**src/rtl/rmt_steer.sv**
```systemverilog
// Match-action steering stage: classifies each AXI-Stream frame on its first beat
// against a writable rule table, then forwards it with a per-frame tdest or drops it.
module rmt_steer #(
    parameter int              DATA_WIDTH   = 512,
    parameter int              KEEP_WIDTH   = DATA_WIDTH / 8,
    parameter int              USER_WIDTH   = 1,
    parameter int              DEST_WIDTH   = 2,
    parameter int              RULE_COUNT   = 4,
    parameter int              ETYPE_OFFSET = 12,
    parameter int              MAGIC_OFFSET = 42,
    parameter int              FUNC_OFFSET  = 44,
    parameter logic [15:0]     ETYPE_VALUE  = 16'h0800,
    parameter logic [15:0]     MAGIC_VALUE  = 16'hE1F0,
    parameter int              DEFAULT_DEST = 0,
    parameter bit              PASS_FOREIGN = 1'b0,
    localparam int             IDX_W        = (RULE_COUNT > 1) ? $clog2(RULE_COUNT) : 1
) (
    input  logic                  clk,
    input  logic                  rst_n,
    input  logic [DATA_WIDTH-1:0] s_axis_tdata,
    input  logic [KEEP_WIDTH-1:0] s_axis_tkeep,
    input  logic                  s_axis_tvalid,
    input  logic                  s_axis_tlast,
    input  logic [USER_WIDTH-1:0] s_axis_tuser,
    output logic                  s_axis_tready,
    output logic [DATA_WIDTH-1:0] m_axis_tdata,
    output logic [KEEP_WIDTH-1:0] m_axis_tkeep,
    output logic                  m_axis_tvalid,
    output logic                  m_axis_tlast,
    output logic [USER_WIDTH-1:0] m_axis_tuser,
    output logic [DEST_WIDTH-1:0] m_axis_tdest,
    input  logic                  m_axis_tready,
    input  logic                  rule_wr_en,
    input  logic [IDX_W-1:0]      rule_wr_idx,
    input  logic                  rule_wr_valid,
    input  logic [15:0]           rule_wr_func,
    input  logic [DEST_WIDTH-1:0] rule_wr_dest,
    output logic [31:0]           stat_fwd_frames,
    output logic [31:0]           stat_drop_frames
);

    generate
        if (DATA_WIDTH < 8 * (FUNC_OFFSET + 2) || DATA_WIDTH < 8 * (MAGIC_OFFSET + 2) ||
            DATA_WIDTH < 8 * (ETYPE_OFFSET + 2)) begin : g_bad_width
            $error("rmt_steer: DATA_WIDTH too small for the header field offsets");
        end
        if (RULE_COUNT < 1 || RULE_COUNT > 16) begin : g_bad_rules
            $error("rmt_steer: RULE_COUNT must be in 1..16");
        end
    endgenerate

    typedef enum logic [1:0] {
        ST_IDLE = 2'd0,
        ST_FWD  = 2'd1,
        ST_DROP = 2'd2
    } state_t;

    state_t                  state;
    logic [RULE_COUNT-1:0]   rule_valid;
    logic [15:0]             rule_func [RULE_COUNT];
    logic [DEST_WIDTH-1:0]   rule_dest [RULE_COUNT];

    logic [15:0]             etype;
    logic [15:0]             magic;
    logic [15:0]             func;
    logic                    hit;
    logic                    fwd;
    logic                    matched;
    logic [DEST_WIDTH-1:0]   match_dest;
    logic                    accept;

    // Handshake: a beat transfers on any edge where valid && ready. Input ready is
    // withheld only while the output register is full and stalled; DROP sinks freely.
    assign s_axis_tready = rst_n && ((state == ST_DROP) || !m_axis_tvalid || m_axis_tready);
    assign accept        = s_axis_tvalid && s_axis_tready;

    assign etype = {s_axis_tdata[8*ETYPE_OFFSET +: 8], s_axis_tdata[8*(ETYPE_OFFSET+1) +: 8]};
    assign magic = {s_axis_tdata[8*MAGIC_OFFSET +: 8], s_axis_tdata[8*(MAGIC_OFFSET+1) +: 8]};
    assign func  = {s_axis_tdata[8*FUNC_OFFSET +: 8],  s_axis_tdata[8*(FUNC_OFFSET+1) +: 8]};
    assign hit   = (etype == ETYPE_VALUE) && (magic == MAGIC_VALUE);
    assign fwd   = hit || PASS_FOREIGN;

    // Lowest-index valid rule wins; the registered table makes same-cycle writes invisible.
    always_comb begin
        matched    = 1'b0;
        match_dest = DEST_WIDTH'(DEFAULT_DEST);
        for (int i = 0; i < RULE_COUNT; i++) begin
            if (!matched && rule_valid[i] && (rule_func[i] == func)) begin
                matched    = 1'b1;
                match_dest = rule_dest[i];
            end
        end
    end

    always_ff @(posedge clk) begin
        if (!rst_n) begin
            state            <= ST_IDLE;
            m_axis_tdata     <= '0;
            m_axis_tkeep     <= '0;
            m_axis_tvalid    <= 1'b0;
            m_axis_tlast     <= 1'b0;
            m_axis_tuser     <= '0;
            m_axis_tdest     <= '0;
            rule_valid       <= '0;
            rule_func        <= '{default: '0};
            rule_dest        <= '{default: '0};
            stat_fwd_frames  <= '0;
            stat_drop_frames <= '0;
        end else begin
            if (rule_wr_en && (32'(rule_wr_idx) < RULE_COUNT)) begin
                rule_valid[rule_wr_idx] <= rule_wr_valid;
                rule_func[rule_wr_idx]  <= rule_wr_func;
                rule_dest[rule_wr_idx]  <= rule_wr_dest;
            end

            if (m_axis_tvalid && m_axis_tready) begin
                m_axis_tvalid <= 1'b0;
            end

            if (accept) begin
                unique case (state)
                    ST_IDLE: begin
                        if (fwd) begin
                            m_axis_tdata  <= s_axis_tdata;
                            m_axis_tkeep  <= s_axis_tkeep;
                            m_axis_tlast  <= s_axis_tlast;
                            m_axis_tuser  <= s_axis_tuser;
                            m_axis_tvalid <= 1'b1;
                            // tdest is latched here and left untouched for the rest of the frame.
                            m_axis_tdest  <= match_dest;
                            if (s_axis_tlast) stat_fwd_frames <= stat_fwd_frames + 32'd1;
                            else              state           <= ST_FWD;
                        end else begin
                            if (s_axis_tlast) stat_drop_frames <= stat_drop_frames + 32'd1;
                            else              state            <= ST_DROP;
                        end
                    end
                    ST_FWD: begin
                        m_axis_tdata  <= s_axis_tdata;
                        m_axis_tkeep  <= s_axis_tkeep;
                        m_axis_tlast  <= s_axis_tlast;
                        m_axis_tuser  <= s_axis_tuser;
                        m_axis_tvalid <= 1'b1;
                        if (s_axis_tlast) begin
                            stat_fwd_frames <= stat_fwd_frames + 32'd1;
                            state           <= ST_IDLE;
                        end
                    end
                    ST_DROP: begin
                        if (s_axis_tlast) begin
                            stat_drop_frames <= stat_drop_frames + 32'd1;
                            state            <= ST_IDLE;
                        end
                    end
                    default: state <= ST_IDLE;
                endcase
            end
        end
    end

endmodule

```
**config.mk**
```make
export PLATFORM = sky130hd
export DESIGN_NAME = rmt_steer
export DESIGN_NICKNAME = d
export VERILOG_FILES = /design/src/rtl/rmt_steer.sv
export SDC_FILE = /design/constraint.sdc
export NUM_CORES = 2
export LEC_CHECK = 0
export ABC_AREA = 1
export CAP_MARGIN = 20
export CORE_AREA = 5 5 485 487
export DETAILED_ROUTE_END_ITERATION = 12
export DIE_AREA = 0 0 490 492
export DONT_BUFFER_PORTS = 1
export GPL_TIMING_DRIVEN = 0
export PLACE_DENSITY_LB_ADDON = 0.2
export SLEW_MARGIN = 15
export SYNTH_ARGS = -nofsm -noshare
export SYNTH_HDL_FRONTEND = slang
export SYNTH_SLANG_ARGS = --single-unit
```
**constraint.sdc**
```tcl
create_clock -name clk -period 2.9 [get_ports clk]
set_input_delay 0.58 -clock clk [delete_from_list [all_inputs] [get_ports clk]]
set_output_delay 0.58 -clock clk [all_outputs]
set_load 0.005 [all_outputs]
```
# [Word level (Yosys, flattened, before mapping)]
# Cells that the tools add are included.
# Widths: inputs -> output; s select.
[totals] regBits=723 out_inout_bits=646 word_cells=103
[op_classes] n_addsub=2 n_lt_le_gt_ge=4 eq_ne=12 muxes=39 bitwise=1 n_reduce_logical=27
[ops] cell="$pmux 512 s2" count=1
[ops] cell="$mux 512" count=1
[ops] cell="$mux 32" count=4
[ops] cell="$pmux 32 s2" count=2
[ops] cell="$pmux 64 s2" count=1
[ops] cell="$add 32x1->32 const B" count=2
[ops] cell="$bwmux 64" count=1
[ops] cell="$eq 16x16->1" count=4
[ops] cell="$mux 64" count=1
[ops] cell="$demux 16 s2" count=1
[ops] cell="$mux 2" count=9
[ops] cell="$eq 16x12->1 const B" count=1
[ops] cell="$eq 16x16->1 const B" count=1
[ops] cell="$mux 16" count=1
[ops] cell="$logic_and 1x1->1" count=13
[ops] cell="$reduce_and 3->1" count=4
[ops] cell="$mux 1" count=9
[ops] cell="$bwmux 8" count=1
[ops] cell="$ne 2x2->1 const B" count=3
[ops] cell="$pmux 1 s2" count=3
[ops] cell="$bwmux 4" count=1
[ops] cell="$demux 2 s2" count=1
[ops] cell="$logic_not 1->1" count=4
[ops] cell="$pmux 2 s2" count=1
[ops] cell="13 further kinds" count=15

# [Depth between registers and ports, before layout]
[depth] depth_word=15 mapped_depth=15 mapped_depth_nobuf=14

# [Worst setup path before layout]
# Ideal clock, no wire load.
[synth_path] path_kind="input port to flip-flop" from="in s_axis_tdata[96]" to="reg m_axis_tdata[462]" arrival_time_ps=1901 path_slack_ps=883 stages=11 n_path_buf=3 path_cell_list="nor4_1 -> nand2_1 -> nor2_2 -> nand2_1 -> nand2_1 -> nand2_2 -> buf_6 -> buf_4 -> clkbuf_1 -> o21ai_0 -> nor2_1"
[synth_between] elab_chain_cells=4
[synth_lines] item="start, declared" line="20" source="input logic [DATA_WIDTH-1:0] s_axis_tdata,"
[synth_lines] item="$eq 16x12->1" line="80" source="assign hit = (etype == ETYPE_VALUE) && (magic == MAGIC_VALUE);"
[synth_lines] item="$logic_and 1x1->1" line="80"
[synth_lines] item="$ne 2x2->1 (no line)"
[synth_lines] item="$reduce_and 3->1 (no line)"
[synth_lines] item="end signal, assigned" line="124" source="m_axis_tdata <= s_axis_tdata;"
[synth_lines] item="end signal, assigned" line="139" source="m_axis_tdata <= s_axis_tdata;"
[synth_lines] item="end, declared" line="26" source="output logic [DATA_WIDTH-1:0] m_axis_tdata,"
# No other way between the ends.
# A chain may end at the register's enable or synchronous reset.

# [Worst setup path in the final report]
[layout_path] from="reg state[0]" to="reg m_axis_tkeep[52]"
[layout_between] elab_chain_cells=6
[layout_lines] item="start, declared" line="58" source="state_t state;"
[layout_lines] item="start signal, assigned" line="97" source="state <= ST_IDLE;"
[layout_lines] item="start signal, assigned" line="132" source="else state <= ST_FWD;"
[layout_lines] item="start signal, assigned" line="135" source="else state <= ST_DROP;"
[layout_lines] item="$eq 2x2->1" line="74" source="assign s_axis_tready = rst_n && ((state == ST_DROP) || !m_axis_tvalid || m_axis_tready);"
[layout_lines] item="$logic_or 1x1->1 (2 in a row)" line="74"
[layout_lines] item="$logic_and 1x1->1" line="74"
[layout_lines] item="via s_axis_tready" line="25" source="output logic s_axis_tready,"
[layout_lines] item="$logic_and 1x1->1" line="75" source="assign accept = s_axis_tvalid && s_axis_tready;"
[layout_lines] item="$reduce_and 3->1 (no line)"
[layout_lines] item="end signal, assigned" line="125" source="m_axis_tkeep <= s_axis_tkeep;"
[layout_lines] item="end signal, assigned" line="140" source="m_axis_tkeep <= s_axis_tkeep;"
[layout_lines] item="end, declared" line="27" source="output logic [KEEP_WIDTH-1:0] m_axis_tkeep,"
# The timed path passes the listed nets, and every way through them passes these cells.

==> flow_metrics.py <==
metrics = {
    "status": {
        "outcome": "completed",
    },
    "sta": {
        "timing.setup.tns_ps": 0,
        "rsz0062_at_grt": "true",
        "clock-skew-final_ps": 48.9,
        "finalMaxSlewViolations": 0,
        "hold_viol_final": 0,
        "max_freq_mhz": 378,
        "maxSlewHeadroom": 0.317,
        "finalCritPeriodShare": 0.913,
        "setup_viol": 0,
        "post-route-min-period_ps": 2650,
        "holdWs_ps": 59.3,
        "worstMarginPinSlew_ps": 1020,
    },
    "final_layout": {
        "drive_above_1_share": 0.0698,
        "fill_cells": 26400,
        "multi_input_area_mm2": 0.0116,
        "seq_area_mm2": 0.0145,
        "final_cells": 7521,
        "area_delta_synth_final_pct": 45.1,
        "fin_nets": 4954,
        "design_area_mm2": 0.0408,
    },
    "die": {
        "fp.dieW_um": 490,
        "core_area_mm2": 0.231,
        "num_rows": 177,
        "io_pins": 1250,
        "dieArea_mm2": 0.241,
        "die_h_um": 492,
        "initial_core_util": 0.122,
    },
    "worst_hold_path": {
        "hold_path.class": "primary input to register",
    },
    "detailed_routing": {
        "post-route-drc-count": 0,
        "drt_wl_total_um": 207000,
        "vias": 28300,
        "wire_per_inst_um": 27.5,
        "first_pass_iters": 5,
        "drtIter0Drc": 2189,
        "viasPerCell": 3.77,
        "ant_nets": 0,
    },
    "placed_design": {
        "placed_area_mm2": 0.0320,
        "hpwl_um": 173000,
        "placed_cells": 6774,
        "gp_congestion": 0.959,
        "port_buffers": 0,
    },
    "yosys": {
        "synthCells": 3728,
        "synth.avg_cell_area_um2": 7.54,
        "synth-seq-cells": 723,
        "ys_types": 32,
        "syn_area_mm2": 0.0281,
        "ys_seq_area_frac": 0.515,
        "syn_nets": 4337,
        "yosys_warnings": 0,
    },
    "global_route": {
        "grt_pass1_vias": 27400,
        "overflow": 0,
        "antenna_found_initial": 95,
        "track_usage": 0.163,
        "grt_pass1_wl_um": 267000,
        "grt_max_degree": 15,
    },
    "clocking": {
        "cts_root_buffer": "clkbuf_16",
        "clk_pin_slew_worst_paths_ps": 60,
        "numCtsBuffers": 98,
        "cts.sinks": 723,
        "cts_buffer_depth": 3,
        "cts.htree.levels": 3,
        "cts_tree": "yes",
        "worstSkewPairLatency_ps": 760,
    },
    "power_and_ir_drop": {
        "power.total_mw": 25.4,
        "powerDensity_mw_per_mm2": 622,
        "ir_worst_vdd_mv": 0.479,
        "power_leakage_nw": 14.3,
    },
    "setup_path": {
        "crit_chain": "inv_1 > ha_1 > o21ai_0 > inv_2 > nand2_2 > a21oi_1 > nand2_2 > buf_12 > buf_6 > clkbuf_4 > o21ai_2 > nor2_1",
        "crit_family": "buffers and inverters",
        "crit_buf_inv": 5,
        "arrival_ps": 3260,
        "cp-start-kind": "register",
        "crit_path_frequent_cell": "nand2_2",
        "path_class": "register to register",
        "crit_required_ps": 3510,
        "crit_path_end_kind": "register",
        "cpMaxStageDelayCell": "o21ai_2",
        "path_max_fanout": 10,
        "max_stage_delay_ps": 470,
    },
    "flow_run": {
        "cap_violations": 0,
    },
}
[flip-flops by register name, summed over array words and instances, names as in the netlist]
register and count:
rule_valid 4, rule_dest 8, m_axis_tkeep 64, stat_drop_frames 32, m_axis_tuser 1, stat_fwd_frames 32
m_axis_tdata 512, m_axis_tlast 1, m_axis_tvalid 1, m_axis_tdest 2, state 2, rule_func 64
[power by group]
group / switching [mW] / internal [mW]
clock network: 5.28 / 7.56
registers: 0.335 / 10.2
logic: 1.16 / 0.851
total: 6.77 / 18.6
[cells in the mapped netlist]
library cell	number	area share
o211ai_1	2	0.00053
nor3_1	35	0.0062
o22ai_1	1	0.00022
nand2_2	1	0.00022
inv_2	2	0.00027
buf_8	45	0.024
o21ai_0	666	0.12
nand3b_1	4	0.0011
o21a_1	1	0.00027
xor2_1	48	0.015
nor3b_1	2	0.00053
a21boi_0	1	0.00027
dfxtp_1	723	0.52
buf_6	14	0.0056
xnor2_1	24	0.0075
inv_8	1	0.00040
buf_4	1	0.00027
buf_12	5	0.0036
nand2_1	345	0.046
inv_1	117	0.016
nor4_1	7	0.0016
ha_1	5	0.0022
o21ai_1	3	0.00053
nand3_1	51	0.0091
clkinv_1	2	0.00027
nor2_2	1	0.00022
a21oi_1	118	0.021
nor3_2	3	0.0011
nand4_1	16	0.0036
buf_2	12	0.0021
nor2_1	1312	0.18
clkbuf_1	160	0.021
[area by class of cell]
type / instances / area share
Clock buffer: 142 / 0.0706
Multi-Input combinational cell: 2646 / 0.285
Antenna cell: 51 / 0.00313
Inverter: 122 / 0.0115
Timing Repair Buffer: 517 / 0.127
Clock inverter: 40 / 0.0124
Tap cell: 3043 / 0.0934
Sequential cell: 723 / 0.355
Buffer: 237 / 0.0411
[cell families after synthesis]
| family | synth area share |
|---|---|
| flip-flops | 0.515 |
| AO/OA/AOI/OAI | 0.142 |
| XOR/XNOR | 0.0224 |
| AND/OR/NAND/NOR | 0.245 |
| adder cells (fa/ha/maj) | 0.00223 |
| buffers and inverters | 0.0736 |
[path summary, 6_finish.rpt]
check	cells past startpoint	from	slack, ps	endpoint
worst min register to register	2	rule_dest[0]	450	rule_dest[0]
worst min-delay path	2	s_axis_tdata[72]	60	m_axis_tdata[72]
worst max-delay path	12	state[0]	250	m_axis_tkeep[52]
worst max register to register	12	state[0]	250	m_axis_tkeep[52]
[cells in the final DEF (no fill, tap or decap), types with 34 or more instances in the layout]
cell type and instances:
nand2_1 344, nor2_1 1312, diode_2 51, dfxtp_1 722, clkbuf_2 34, dlygate4sd3_1 514, clkbuf_16 98, xor2_1 48
buf_8 46, clkbuf_1 138, a21oi_1 118, nand3_1 51, nor3_1 35, inv_1 116, o21ai_0 627
[per-layer routing]
metal  routed length, um  global-route usage  part of all wire
met5                 138                   0           0.00067
met4                9340              0.0741             0.045
met3               26400              0.0824              0.13
met2              101000               0.281              0.49
met1               70200               0.166              0.34
[stage by stage]
stage          utilization  setup slack [ps]
2_1_floorplan            -               883
3_3_place_gp         0.138             -2800
3_5_place_dp         0.138             -1660
4_1_cts              0.176             -5.16
5_1_grt              0.176             -30.7
6_report             0.176               252
[worst register-to-register path, stage by stage (launching register included)]
cell      delay, ps
dfxtp_1         320
inv_1            80
ha_1            160
o21ai_0         120
inv_2           190
nand2_2         140
a21oi_1         170
nand2_2         130
buf_12          220
buf_6           190
clkbuf_4        280
o21ai_2         480
nor2_1           80
[what timing repair did]
item | 4_1_cts | 5_1_grt
setup buffers | 0 | 0
hold buffers | 514 | 0
endpoints found under the setup margin | 567 | 451
endpoints found under the hold margin | 566 | 0
gates resized for setup | 77 | 38
Note: power is estimated with default switching activity, not from simulation.
